===== config.mk =====
export PLATFORM = sky130hd
export DESIGN_NAME = instr_fetch_unit
export DESIGN_NICKNAME = d
export VERILOG_FILES = /design/src/rtl/instr_fetch_unit.sv
export SDC_FILE = /design/constraint.sdc
export NUM_CORES = 1
export LEC_CHECK = 0
export CELL_PAD_IN_SITES_DETAIL_PLACEMENT = 1
export CELL_PAD_IN_SITES_GLOBAL_PLACEMENT = 1
export CORE_ASPECT_RATIO = 0.9
export CORE_MARGIN = 10
export CORE_UTILIZATION = 43
export CTS_CLUSTER_SIZE = 14
export DETAILED_ROUTE_END_ITERATION = 6
export MAX_ROUTING_LAYER = met4
export PLACE_DENSITY = 0.95
export SLEW_MARGIN = 20
export SYNTH_ARGS = -nofsm -noshare
export SYNTH_HDL_FRONTEND = slang
export SYNTH_SLANG_ARGS = --single-unit

===== constraint.sdc =====
create_clock -name clk -period 6.6 [get_ports clk]
set_clock_uncertainty 0.15 [all_clocks]
set_input_delay 0.66 -clock clk [delete_from_list [all_inputs] [get_ports clk]]
set_output_delay 0.66 -clock clk [all_outputs]
set_load 0.03 [all_outputs]

===== src/rtl/instr_fetch_unit.sv =====
// Fetch stage: addresses the combinational instruction memory and queues {pc, instr} for decode.
// Latency: an instruction at address A appears on out_* one edge after imem_addr==A; the first out_valid rises on the second edge after reset.
// Backpressure: fetch stalls with imem_addr held while the buffer is full and decode is not popping; a redirect flushes the buffer.
// Optional feature macro: BRANCH_PREDECODE_EN (follows j-type jumps at fetch time).
module instr_fetch_unit #(
    parameter logic [31:0] RESET_PC   = 32'h0000_0000,
    parameter int          FIFO_DEPTH = 2,
    parameter int          CNT_W      = 16
) (
    input  logic             clk,
    input  logic             rst,
    output logic [31:0]      imem_addr,
    input  logic [31:0]      imem_data,
    output logic             out_valid,
    input  logic             out_ready,
    output logic [31:0]      out_pc,
    output logic [31:0]      out_instr,
    input  logic             redirect_valid,
    input  logic [31:0]      redirect_pc,
    output logic             misalign_err,
    output logic [CNT_W-1:0] fetch_count
);

    typedef struct packed {
        logic [31:0] pc;
        logic [31:0] instr;
    } fetch_ent_t;

    typedef enum logic [1:0] {
        BOOT = 2'd0,
        RUN  = 2'd1,
        FULL = 2'd2
    } state_t;

    localparam int                PTR_W    = (FIFO_DEPTH > 2) ? 2 : 1;
    localparam logic [2:0]        DEPTH_C  = 3'(FIFO_DEPTH);
    localparam logic [PTR_W-1:0]  LAST_PTR = PTR_W'(FIFO_DEPTH - 1);

    fetch_ent_t       fifo_q [FIFO_DEPTH];
    logic [PTR_W-1:0] rd_ptr;
    logic [PTR_W-1:0] wr_ptr;
    logic [2:0]       level;
    logic [2:0]       level_next;
    state_t           state;
    logic [31:0]      pc;
    logic [31:0]      pc_plus4;
    logic [31:0]      next_fetch_pc;
    logic             pop;
    logic             push;
    logic             can_capture;
    logic             misalign_q;
    logic [CNT_W-1:0] count_q;

    // Circular pointer increment that also handles a non power-of-two depth.
    function automatic logic [PTR_W-1:0] ptr_inc(input logic [PTR_W-1:0] p);
        return (p == LAST_PTR) ? '0 : p + PTR_W'(1);
    endfunction

    // Handshake and capture decisions; a redirect suppresses the capture of the current word.
    always_comb begin
        pop         = (level != 3'd0) && out_ready;
        can_capture = (state == RUN) || ((state == FULL) && pop);
        push        = can_capture && !redirect_valid;
    end

    // Sequential next fetch address, optionally following a j-type jump found in the fetched word.
    always_comb begin
        pc_plus4      = pc + 32'd4;
        next_fetch_pc = pc_plus4;
`ifdef BRANCH_PREDECODE_EN
        if (imem_data[31:26] == 6'b000010) begin
            next_fetch_pc = {pc_plus4[31:28], imem_data[25:0], 2'b00};
        end
`else
        next_fetch_pc = pc_plus4;
`endif
    end

    // Occupancy after this edge; a redirect empties the buffer whatever else happens.
    always_comb begin
        level_next = level;
        if (redirect_valid) begin
            level_next = 3'd0;
        end else begin
            case ({push, pop})
                2'b10:   level_next = level + 3'd1;
                2'b01:   level_next = level - 3'd1;
                default: level_next = level;
            endcase
        end
    end

    // Fetch controller: BOOT spends one edge out of reset, FULL tracks a full buffer.
    always_ff @(posedge clk) begin
        if (rst) begin
            state <= BOOT;
        end else begin
            case (state)
                BOOT: state <= RUN;
                RUN, FULL: begin
                    if (redirect_valid) begin
                        state <= RUN;
                    end else if (level_next == DEPTH_C) begin
                        state <= FULL;
                    end else begin
                        state <= RUN;
                    end
                end
                default: state <= BOOT;
            endcase
        end
    end

    // Program counter: redirect wins, otherwise advance only when a word is captured.
    always_ff @(posedge clk) begin
        if (rst) begin
            pc <= RESET_PC;
        end else if (redirect_valid) begin
            pc <= {redirect_pc[31:2], 2'b00};
        end else if (push) begin
            pc <= next_fetch_pc;
        end
    end

    // Buffer pointers and occupancy; a flush rewinds both pointers.
    always_ff @(posedge clk) begin
        if (rst) begin
            rd_ptr <= '0;
            wr_ptr <= '0;
            level  <= 3'd0;
        end else if (redirect_valid) begin
            rd_ptr <= '0;
            wr_ptr <= '0;
            level  <= 3'd0;
        end else begin
            if (pop) begin
                rd_ptr <= ptr_inc(rd_ptr);
            end
            if (push) begin
                wr_ptr <= ptr_inc(wr_ptr);
            end
            level <= level_next;
        end
    end

    // Buffer storage; contents of empty slots never reach the outputs.
    always_ff @(posedge clk) begin
        if (push) begin
            fifo_q[wr_ptr] <= '{pc: pc, instr: imem_data};
        end
    end

    // Sticky flag for redirect targets that are not word aligned.
    always_ff @(posedge clk) begin
        if (rst) begin
            misalign_q <= 1'b0;
        end else if (redirect_valid && (redirect_pc[1:0] != 2'b00)) begin
            misalign_q <= 1'b1;
        end
    end

    // Saturating count of entries accepted by decode, including a pop that coincides with a redirect.
    always_ff @(posedge clk) begin
        if (rst) begin
            count_q <= '0;
        end else if (pop && (count_q != {CNT_W{1'b1}})) begin
            count_q <= count_q + CNT_W'(1);
        end
    end

    // Head of buffer drives decode; outputs read zero while empty.
    always_comb begin
        out_valid = (level != 3'd0);
        out_pc    = 32'h0;
        out_instr = 32'h0;
        if (out_valid) begin
            out_pc    = fifo_q[rd_ptr].pc;
            out_instr = fifo_q[rd_ptr].instr;
        end
    end

    assign imem_addr    = pc;
    assign misalign_err = misalign_q;
    assign fetch_count  = count_q;

endmodule


After elaboration in Yosys (flattened, before gate mapping):

Memory sizes are Yosys's and may differ from the RTL's. A register that Yosys moved wholly into a read port is not among the register bits.
Index checks and enable logic that the tools add are counted.

* register bits after elaboration: 56
* bits in writable memories: 128
* input port bits: 68
* word-level logic and storage cells: 49
* memories kept: 1

Memories
* fifo_q: words 2, width 64, read ports 1, clocked after memory_dff 1, wr ports 1, RTL line 39 `fetch_ent_t fifo_q [FIFO_DEPTH];`

* $add $sub $neg: 6
* equality and inequality tests: 6
* multiplexer cells: 15
* reduce and logical (&&, ||, !) cells: 13

Operators by type and width (number)
* two-way mux 32 bit: 4
* adder 32 x 3 -> 32 bit (second input constant): 1
* adder 16 x 1 -> 16 bit (second input constant): 1
* inequality test 16 bit (second input constant): 1
* two-way mux 1 bit: 6
* case mux 3 bit (2 select lines): 1
* logical AND 1 bit: 5
* == test 2 x 1 -> 1 bit (second input constant): 2
* == test 2 bit (second input constant): 2
* two-way mux 2 bit: 2
* case mux 2 bit (2 select lines): 1
* nonzero test 2 bit: 2
* OR reduction 2 bit: 2
* adder 3 x 1 -> 3 bit (second input constant): 1
* == test 3 x 2 -> 1 bit (second input constant): 1
* two-way mux 3 bit: 1
* nonzero test 3 bit: 1
* subtractor 3 x 1 -> 3 bit (second input constant): 1
* adder 1 bit (second input constant): 2
* logical NOT 2 bit: 1
* logical NOT 1 bit: 1
* logical OR 1 bit: 1

Depth between registers and ports, before layout:

Gate-level depths: netlist (run 1).

* depth in word-level cells: 12
* depth in mapped cells: 12
* mapped depth without buffers: 11

Worst setup path after synthesis (run 1):

Ideal clock, no wire load.

* path type: input-to-reg
* start: input redirect_valid
* end: memory fifo_q[0][0] (netlist bit), enable pin
* setup time: 0.482 ns
* arrival time: 4.072 ns
* required time: 5.968 ns
* path slack: 1.896 ns
* stages: 6
* path through: clkbuf_1 inv_1 clkbuf_8 clkbuf_1 nand2_1 nor2_1

* word-level cells in the longest chain between the ends: 4

RTL lines
* start: declaration: RTL line 18 `input logic redirect_valid,`
* logical NOT 1 bit: RTL line 63 `push = can_capture && !redirect_valid;`
* logical AND 1 bit: RTL line 63
* two-way mux 1 bit: RTL line 148 `if (push) begin`
* two-way mux 1 bit (implied by the code): RTL line 149 `fifo_q[wr_ptr] <= '{pc: pc, instr: imem_data};`
* end: declaration: RTL line 39

Every way passes these cells.

Worst setup path in the final report (run 1):

* start: register level[0]
* end: output out_instr[5]

* word-level cells in the longest chain between the ends: 2

RTL lines
* start: declaration: RTL line 42 `logic [2:0] level;`
* start signal: assignment: RTL line 142 `level <= level_next;`
* nonzero test 3 bit: RTL line 173 `out_valid = (level != 3'd0);`
* two-way mux 32 bit: RTL line 176 `if (out_valid) begin`
* end: declaration: RTL line 17 `output logic [31:0] out_instr,`

Every way passes these cells.

==> out/qor.yml, run 1 <==
ctsRootBufferMaster: "clkbuf_16"
initial_core_util_pct: 44.3
first_global_vias: 6433
grtUsageTotal_pct: 20.7
post_cts_buffers: 0
syn_area_sq_mm: 0.00788
holdCritPathClass: "flip-flop to flip-flop"
syn2layout_area_growth_pct: 31.9
timing.final.crit_share_pct: 56.1
p_leak_nw: 3.33
synth_compound_area_share_pct: 9.27
clockBufferDepth: 2
async_flop_share_pct: 0
drc: 0
synth_top_family_by_area: "simple AND/OR/NAND/NOR gates"
period_needed_ps: 3700
worstMarginPinSlew_ps: 1050
critPathRequiredTime_ps: 5790
rows: 46
cts_tree: "built"
clock-sinks: 179
yosysMostFrequentCell: "edfxtp_1"
critical_path_class: "flip-flop to output port"
ys_types: 55
dpl-instance-area_sq_mm: 0.00980
cp-startpoint: "level[0]$_SDFF_PP0_"
reg2reg_slack_ps: 3580
path_max_fanout: 48
netlist_top_cells_area: "edfxtp_1, dfxtp_1, mux2i_1, nor2_1, o31ai_1"
p_per_area_mw_per_mm2: 252
num_vias: 6145
syn_area_per_cell_sq_um: 12.0
nets: 893
grt_pass1_wl_mm: 38.1
hold_viol_final: 0
viasPerCell: 5.74
drv_slew: 0
fin_ws_ps: 2900
ios: 182
wl_mm: 24.6
rsz0062_at_grt: "false"
synth_simple_gate_area_share_pct: 14.8
synth_xor_area_share_pct: 1.22
layout-drive-gt1-share_pct: 7.35
setup_viol: 0
ys_ff_latch: 179
setup-tns-final_ps: 0
grt_max_degree: 63
htreeDepth: 4
synthAdderAreaFrac_pct: 1.37
synthCells: 654
irDropWorstVdd_uv: 203
post_drt_wl_per_cell_microns: 23.0
fin_area_sq_mm: 0.0104
num_antenna_cells: 0
n_fill_cell: 1816
die-width_microns: 163
min_from: "misalign_err$_SDFFE_PP0P_"
end_kind: "output port"
io_buffers: 177
cp.arrival_ps: 2890
drtAntennaViolNets: 0
ys_warn_count: 0
clk_pin_slew_worst_paths_ps: 70
overflow: 0
synth.area.mux_share_pct: 8.29
cts_resized: 0
synth_common_cells: "edfxtp_1, nor2_1, mux2i_1, dfxtp_1, clkbuf_1"
synth-edff-count: 124
reg2reg_from: "level[0]$_SDFF_PP0_"
hpwl_mm: 17.0
postCtsHoldBufs: 0
yosysTopAreaCell: "edfxtp_1"
place_congestion: 0.803
core_area_sq_mm: 0.0178
synth-main-ff-cell: "edfxtp_1"
seq_area_frac_synth_pct: 61.2
dieArea_sq_mm: 0.0241
max_cap_viol_count: 0
place_ws_ps: 2550
slew_headroom_pct: 30.2
synth.top_cell.area_share_pct: 47.3
antenna_found_initial: 0
clk_latency_ps: 440
cts_buffers: 17
status: "completed"
die_y_microns: 148
drtIter0Drc: 420
fmax_ghz: 0.270
first_pass_iters: 5
critPathLaunchType: "flip-flop"
==> where the power goes <==
group | switching, mW | internal [mW] | leakage [nW]
Clock | 0.473 | 0.501 | 0.273
Combinational | 0.198 | 0.134 | 1.46
Sequential | 0.0471 | 1.26 | 1.60
Total | 0.718 | 1.90 | 3.33
==> metrics by stage <==
step / utilization (%) / hold WS, ps / power (mW) / std cells
floorplan: - / 322 / 1.50 / 657
global placement: 55.1 / 285 / 1.64 / 1037
detailed placement: 55.1 / 308 / 1.66 / 1037
CTS: 58.3 / 318 / 2.63 / 1069
global route: 58.4 / 339 / 2.71 / 1070
finish: 58.4 / 310 / 2.61 / 1070
==> cell type report <==
| type | instances | area, sq um | area share, % |
|---|---|---|---|
| sequential | 179 | 4830 | 46.5 |
| multi-input combinational | 419 | 2790 | 26.9 |
| timing repair buffer | 186 | 1850 | 17.8 |
| clock buffer | 18 | 429 | 4.13 |
| tap | 240 | 300 | 2.89 |
| clock inverter | 14 | 134 | 1.29 |
| inverter | 14 | 52.6 | 0.506 |
==> worst max-delay path: stages (launching register included) <==
cell             delay (ps)
dfxtp_1                 430
nor3_4                  690
buf_4                   560
nor2_1                  130
clkdlybuf4s50_1         630
==> layout by cell type (no fill, tap or decap), types with 5 or more instances in the layout <==
cell             count
clkdlybuf4s50_1    176
edfxtp_1           124
nor2_1              99
mux2i_1             63
dfxtp_1             54
nand2_1             20
a21oi_1             19
o31ai_1             18
or4_1               17
clkbuf_16           17
o21ai_0             16
nand3_1             16
a311oi_1            15
inv_1               14
nand4_1             13
nor3_1              11
or3_1               10
xor2_1               9
a211oi_1             8
buf_4                8
ha_1                 7
and2_1               6
o2111ai_1            5
and4_1               5
nor4_1               5
inv_6                5
==> layer usage <==
metal / wire (microns) / global-route usage [%] / up-vias
met5: 0 / - / -
met3: 1670 / 5.30 / 31
met1: 10400 / 25.2 / 3066
met4: 281 / 5.00 / 0
li1: - / - / 2803
met2: 12300 / 33.9 / 245
==> kinds of logic after synthesis <==
logic type,Yosys count
other,1
XOR/XNOR,11
adder cells (fa/ha/maj),8
flip-flops,179
AO/OA/AOI/OAI,102
multiplexers,65
buffers and inverters,59
AND/OR/NAND/NOR,229
==> final timing paths <==
path / end / cells past startpoint
setup / recovery: out_instr[5] / 4
hold / removal: misalign_err$_SDFFE_PP0P_ / 2
hold reg to reg: misalign_err$_SDFFE_PP0P_ / 2
setup reg to reg: fifo_q[0][38]$_DFFE_PP_ / 5
==> registers in the layout, summed over array words and instances (netlist names), named ones only <==
| signal | count |
|---|---|
| fetch_count | 16 |
| fifo_q | 124 |
| imem_addr | 30 |
| level | 3 |
| misalign_err | 1 |
| rd_ptr | 1 |
| state | 2 |
| wr_ptr | 1 |
(Power assumes the default switching activity.)
==> run 2: changes to the inputs <==
CORE_UTILIZATION = 40   (was 43)
PLACE_DENSITY = 0.91   (was 0.95)
clock period = 3.73 ns   (was 6.6 ns; I/O delays follow)
==> out/qor.yml, run 2 (same netlist as run 1, synthesis figures left out) <==
viasPerCell: 5.59  # -2.6%
grt_pass1_wl_mm: 35.4  # -7.1%
p_leak_nw: 3.36  # +0.75%
place_congestion: 0.831  # +3.4%
fmax_ghz: 0.321
die_y_microns: 153  # +3.2%
slew_headroom_pct: 32.6  # +2.4 points
min_from: "rst"
post_drt_wl_per_cell_microns: 21.1  # -8.5%
first_pass_iters: 5  # unchanged
holdCritPathClass: "input port to flip-flop"
cts_buffers: 17  # unchanged
core_area_sq_mm: 0.0193  # +8.4%
dieArea_sq_mm: 0.0257  # +6.5%
end_kind: "output port"
nets: 896  # +0.34%
period_needed_ps: 3110
r2r_end: "state[0]$_SDFF_PP0_"
clock-sinks: 179  # unchanged
die-width_microns: 168  # +3.2%
num_vias: 6059  # -1.4%
drtAntennaViolNets: 0  # unchanged
wl_mm: 22.8  # -7.4%
largest-register: "fifo_q"
max_cap_viol_count: 0  # unchanged
htreeDepth: 4  # unchanged
initial_core_util_pct: 40.9  # -3.4 points
reg2reg_slack_ps: 750  # -2830 ps
cp.arrival_ps: 2590  # -300 ps
io_buffers: 177  # unchanged
setup-tns-final_ps: 0  # unchanged
timing.final.crit_share_pct: 83.5
drc: 0  # unchanged
rows: 48  # +4.3%
setup_viol: 0  # unchanged
clk_latency_ps: 430  # about the same
r2r_cells: 9  # +4
final_cell_mix: "clkdlybuf4s50_1, edfxtp_1, nor2_1, mux2i_1, dfxtp_1"
status: "completed"
postCtsHoldBufs: 0  # unchanged
reg2reg_from: "level[0]$_SDFF_PP0_"
hold_viol_final: 0  # unchanged
critPathLaunchType: "flip-flop"
final_cell_count_no_fill: 1083  # +1.2%
path_max_fanout: 37  # -23%
ctsRootBufferMaster: "clkbuf_16"
drv_slew: 0  # unchanged
cts_resized: 0  # unchanged
min_delay_path_depth: 2  # unchanged
post_cts_buffers: 0  # unchanged
cts_tree: "built"
largest_register_ffs: 124  # unchanged
overflow: 0  # unchanged
num_antenna_cells: 0  # unchanged
first_global_vias: 6166  # -4.2%
grt_max_degree: 51  # -19%
hpwl_mm: 16.1  # -5.1%
drtIter0Drc: 371  # -12%
place_inst: 1051  # +1.4%
antenna_found_initial: 0  # unchanged
layout-drive-gt1-share_pct: 7.68  # +0.33 points
critPathRequiredTime_ps: 3210  # -2580 ps
critical_path_class: "flip-flop to output port"
clk_pin_slew_worst_paths_ps: 70  # about the same
ios: 182  # unchanged
p_per_area_mw_per_mm2: 443  # +76%
worstMarginPinSlew_ps: 1010  # -35.3 ps
final_common_cell: "clkdlybuf4s50_1"
rsz0062_at_grt: "false"
clockBufferDepth: 2  # unchanged
irDropWorstVdd_uv: 310  # +53%
grtUsageTotal_pct: 17.7  # -3.0 points
syn2layout_area_growth_pct: 32.8
hold-path-endpoint: "imem_addr[19]$_SDFFE_PP0P_"
run 2: cell types whose count changed in the layout (fill, tap and decap cells not counted), sizes merged:
cell	delta
inv	-3
buf	+3
clkbuf	-1
clkinv	+5
clkinvlp	-1
run 2: report_power, final:
| part | switching, mW | internal [mW] |
|---|---|---|
| logic | 0.342 | 0.245 |
| registers | 0.0775 | 2.23 |
| clock network | 0.849 | 0.897 |
run 2: critical path: stages, from the launching register on:
cell             delay [ps]
dfxtp_1                 410
nor3_2                  180
buf_4                   440
buf_4                   390
nor2_1                  110
clkdlybuf4s50_1         610
run 2: worst max-delay path by stage:
stage                                  end           startpoint
floorplan           fifo_q[0][0]$_DFFE_PP_  level[0]$_SDFF_PP0_
global placement       state[0]$_SDFF_PP0_            out_ready
detailed placement     state[0]$_SDFF_PP0_            out_ready
CTS                          out_instr[20]  level[0]$_SDFF_PP0_
global route                 out_instr[14]  level[0]$_SDFF_PP0_
finish                       out_instr[14]  level[0]$_SDFF_PP0_
run 2: layout make-up:
cell class / instances / area [sq um]
multi-input combinational: 419 / 2790
timing repair buffer: 189 / 1890
clock inverter: 15 / 165
tap: 250 / 313
fill: 2000 / 8810
inverter: 14 / 52.6
clock buffer: 17 / 425
sequential: 179 / 4830
run 2: metal layers:
metal / GRT usage [%] / vias to the layer above / part of all wire, %
met5: - / - / 0
met3: 4.59 / 17 / 6.7
met2: 28.5 / 205 / 49
li1: - / 2804 / -
met1: 21.7 / 3033 / 43
met4: 4.52 / 0 / 1.1
run 2: metrics by stage:
step	hold slack (ps)	power (mW)	utilization, %	instance area [sq um]	worst slack [ps]
floorplan	322	2.65	-	7890	282
global placement	287	2.91	51.2	9880	609
detailed placement	322	2.94	51.2	9880	425
CTS	297	4.69	54.3	10500	582
global route	332	4.82	54.3	10500	446
finish	308	4.64	54.3	10500	616
==> run 3: changes to the inputs <==
CORE_UTILIZATION = 36   (was 40)
PLACE_DENSITY = 0.87   (was 0.91)
clock period = 2.52 ns   (was 3.73 ns; I/O delays follow)
==> out/qor.yml, run 3 (same netlist as run 1, synthesis figures left out) <==
dieArea_sq_mm: 0.0282  # +9.7%
antenna_found_initial: 3  # +3
end_kind: "flip-flop"
layout-drive-gt1-share_pct: 12.7  # +5.0 points
register_area_sq_mm: 0.00483  # +0.13%
path_max_fanout: 3  # -92%
period_needed_ps: 2470
clk_pin_slew_worst_paths_ps: 80  # about the same
grt_max_degree: 51  # unchanged
critical_path_class: "flip-flop to flip-flop"
cts_buffers: 17  # unchanged
wl_mm: 25.7  # +13%
first_global_vias: 6387  # +3.6%
viasPerCell: 5.34  # -4.5%
clk_latency_ps: 430  # about the same
rows: 51  # +6.3%
min_from: "imem_data[13]"
die-width_microns: 176  # +4.8%
setup-tns-final_ps: 0  # unchanged
die_y_microns: 160  # +4.7%
ios: 182  # unchanged
setup_viol: 0  # unchanged
fmax_ghz: 0.405
grtUsageTotal_pct: 18.3  # +0.61 points
critPathLaunchType: "flip-flop"
multi_input_area_sq_mm: 0.00286  # +2.7%
n_fill_cell: 2304  # +15%
clock-sinks: 179  # unchanged
largest_register_ffs: 124  # unchanged
first_pass_iters: 5  # unchanged
io_buffers: 177  # unchanged
final_cell_mix: "edfxtp_1, clkdlybuf4s50_1, nor2_1, mux2i_1, dlygate4sd2_1"
initial_core_util_pct: 36.5  # -4.3 points
final_common_cell: "edfxtp_1"
nets: 930  # +3.8%
p_per_area_mw_per_mm2: 645  # +46%
place_congestion: 0.863  # +3.9%
place_inst: 1122  # +6.8%
hold-path-endpoint: "fifo_q[0][13]$_DFFE_PP_"
largest-register: "fifo_q"
ctsRootBufferMaster: "clkbuf_16"
dpl-instance-area_sq_mm: 0.0102  # +3.7%
p_leak_nw: 3.86  # +15%
min_delay_path_depth: 1  # -1
drc: 0  # unchanged
max_cap_viol_count: 0  # unchanged
postCtsHoldBufs: 0  # unchanged
htreeDepth: 4  # unchanged
slew_headroom_pct: 57.5  # +25 points
clockBufferDepth: 2  # unchanged
overflow: 0  # unchanged
holdCritPathClass: "input port to flip-flop"
drtIter0Drc: 400  # +7.8%
num_vias: 6201  # +2.3%
status: "completed"
fin_area_sq_mm: 0.0109  # +3.9%
grt_pass1_wl_mm: 39.2  # +11%
critPathRequiredTime_ps: 2690  # -520 ps
reg2reg_slack_ps: 50  # -700 ps
core_area_sq_mm: 0.0216  # +12%
r2r_end: "state[0]$_SDFF_PP0_"
rsz0062_at_grt: "true"
drv_slew: 0  # unchanged
cp.arrival_ps: 2640  # +50 ps
hpwl_mm: 17.9  # +11%
hold_viol_final: 0  # unchanged
syn2layout_area_growth_pct: 38.0
irDropWorstVdd_uv: 454  # +46%
timing.final.crit_share_pct: 97.9
post_drt_wl_per_cell_microns: 22.2  # +5.2%
reg2reg_from: "state[0]$_SDFF_PP0_"
final_cell_count_no_fill: 1161  # +7.2%
r2r_cells: 11  # +2
worstMarginPinSlew_ps: 637  # -375 ps
drtAntennaViolNets: 0  # unchanged
cts_tree: "built"
-- run 3: changes by cell type in the layout (fill, tap and decap cells not counted), sizes merged --
| cell | previous run | this run |
|---|---|---|
| inv | 20 | 22 |
| clkdlybuf4s50 | 176 | 113 |
| bufbuf | 0 | 1 |
| clkinvlp | 1 | 0 |
| dlygate4sd2 | 0 | 63 |
| diode | 0 | 3 |
| clkinv | 8 | 7 |
| buf | 13 | 46 |
-- run 3: cell type report --
cell class                      count  area share [%]
Timing Repair Buffer              223            19.7
Tap cell                          291            3.35
Clock buffer                       17            3.91
Sequential cell                   179            44.5
Antenna cell                        3          0.0691
Inverter                           14           0.483
Clock inverter                     15            1.65
Multi-Input combinational cell    419            26.3
-- run 3: critical path, cell delays in order, from the launching register on --
cell	delay, ps
dfxtp_2	330
inv_2	70
ha_4	130
o311a_4	180
or2_4	130
nand2_4	60
ha_4	170
fa_2	520
nand2b_1	90
mux2i_1	170
nand4_1	130
a22o_1	220
-- run 3: where the power goes --
part | internal [mW] | total, mW | switching (mW)
Clock | 1.35 | 2.67 | 1.32
Sequential | 3.30 | 3.39 | 0.0882
Combinational | 0.389 | 0.961 | 0.572
Total | 5.04 | 7.02 | 1.98
-- run 3: metal layers --
layer | up-vias | wire length (microns) | GRT usage (%)
met5 | - | 0 | -
met4 | 0 | 285 | 3.66
met3 | 21 | 1510 | 5.41
met2 | 196 | 12800 | 30.3
met1 | 3106 | 11100 | 21.8
li1 | 2878 | - | -
-- run 3: metrics by stage --
stage	hold WS, ps	utilization [%]	setup WS [ps]	power [mW]
4_1_cts	230	50.1	45.2	7.06
6_report	245	50.4	52.0	7.02
3_5_place_dp	301	47.5	-242	4.42
2_1_floorplan	201	-	-22.0	3.93
3_3_place_gp	287	47.5	-145	4.38
5_1_grt	225	50.4	-35.8	7.28
-- run 3: how the worst max path moves through the flow --
stage / from / end / slack, ps / cells after the start
finish: state[0]$_SDFF_PP0_ / state[0]$_SDFF_PP0_ / 50 / 11
global route: state[0]$_SDFF_PP0_ / state[0]$_SDFF_PP0_ / -40 / 11
CTS: level[0]$_SDFF_PP0_ / out_pc[18] / 50 / 5
detailed placement: out_ready / state[1]$_SDFF_PP0_ / -240 / 10
global placement: out_ready / state[1]$_SDFF_PP0_ / -140 / 10
floorplan: state[0]$_SDFF_PP0_ / fifo_q[0][0]$_DFFE_PP_ / -20 / 7
-- run 3: repair_timing --
| item | CTS | global route |
|---|---|---|
| endpoints found under the setup margin | 63 | 19 |
| resized for setup | 64 | 7 |
| pin swaps | 1 | 3 |
| gates cloned | 1 | 0 |
| setup buffers | 0 | 3 |
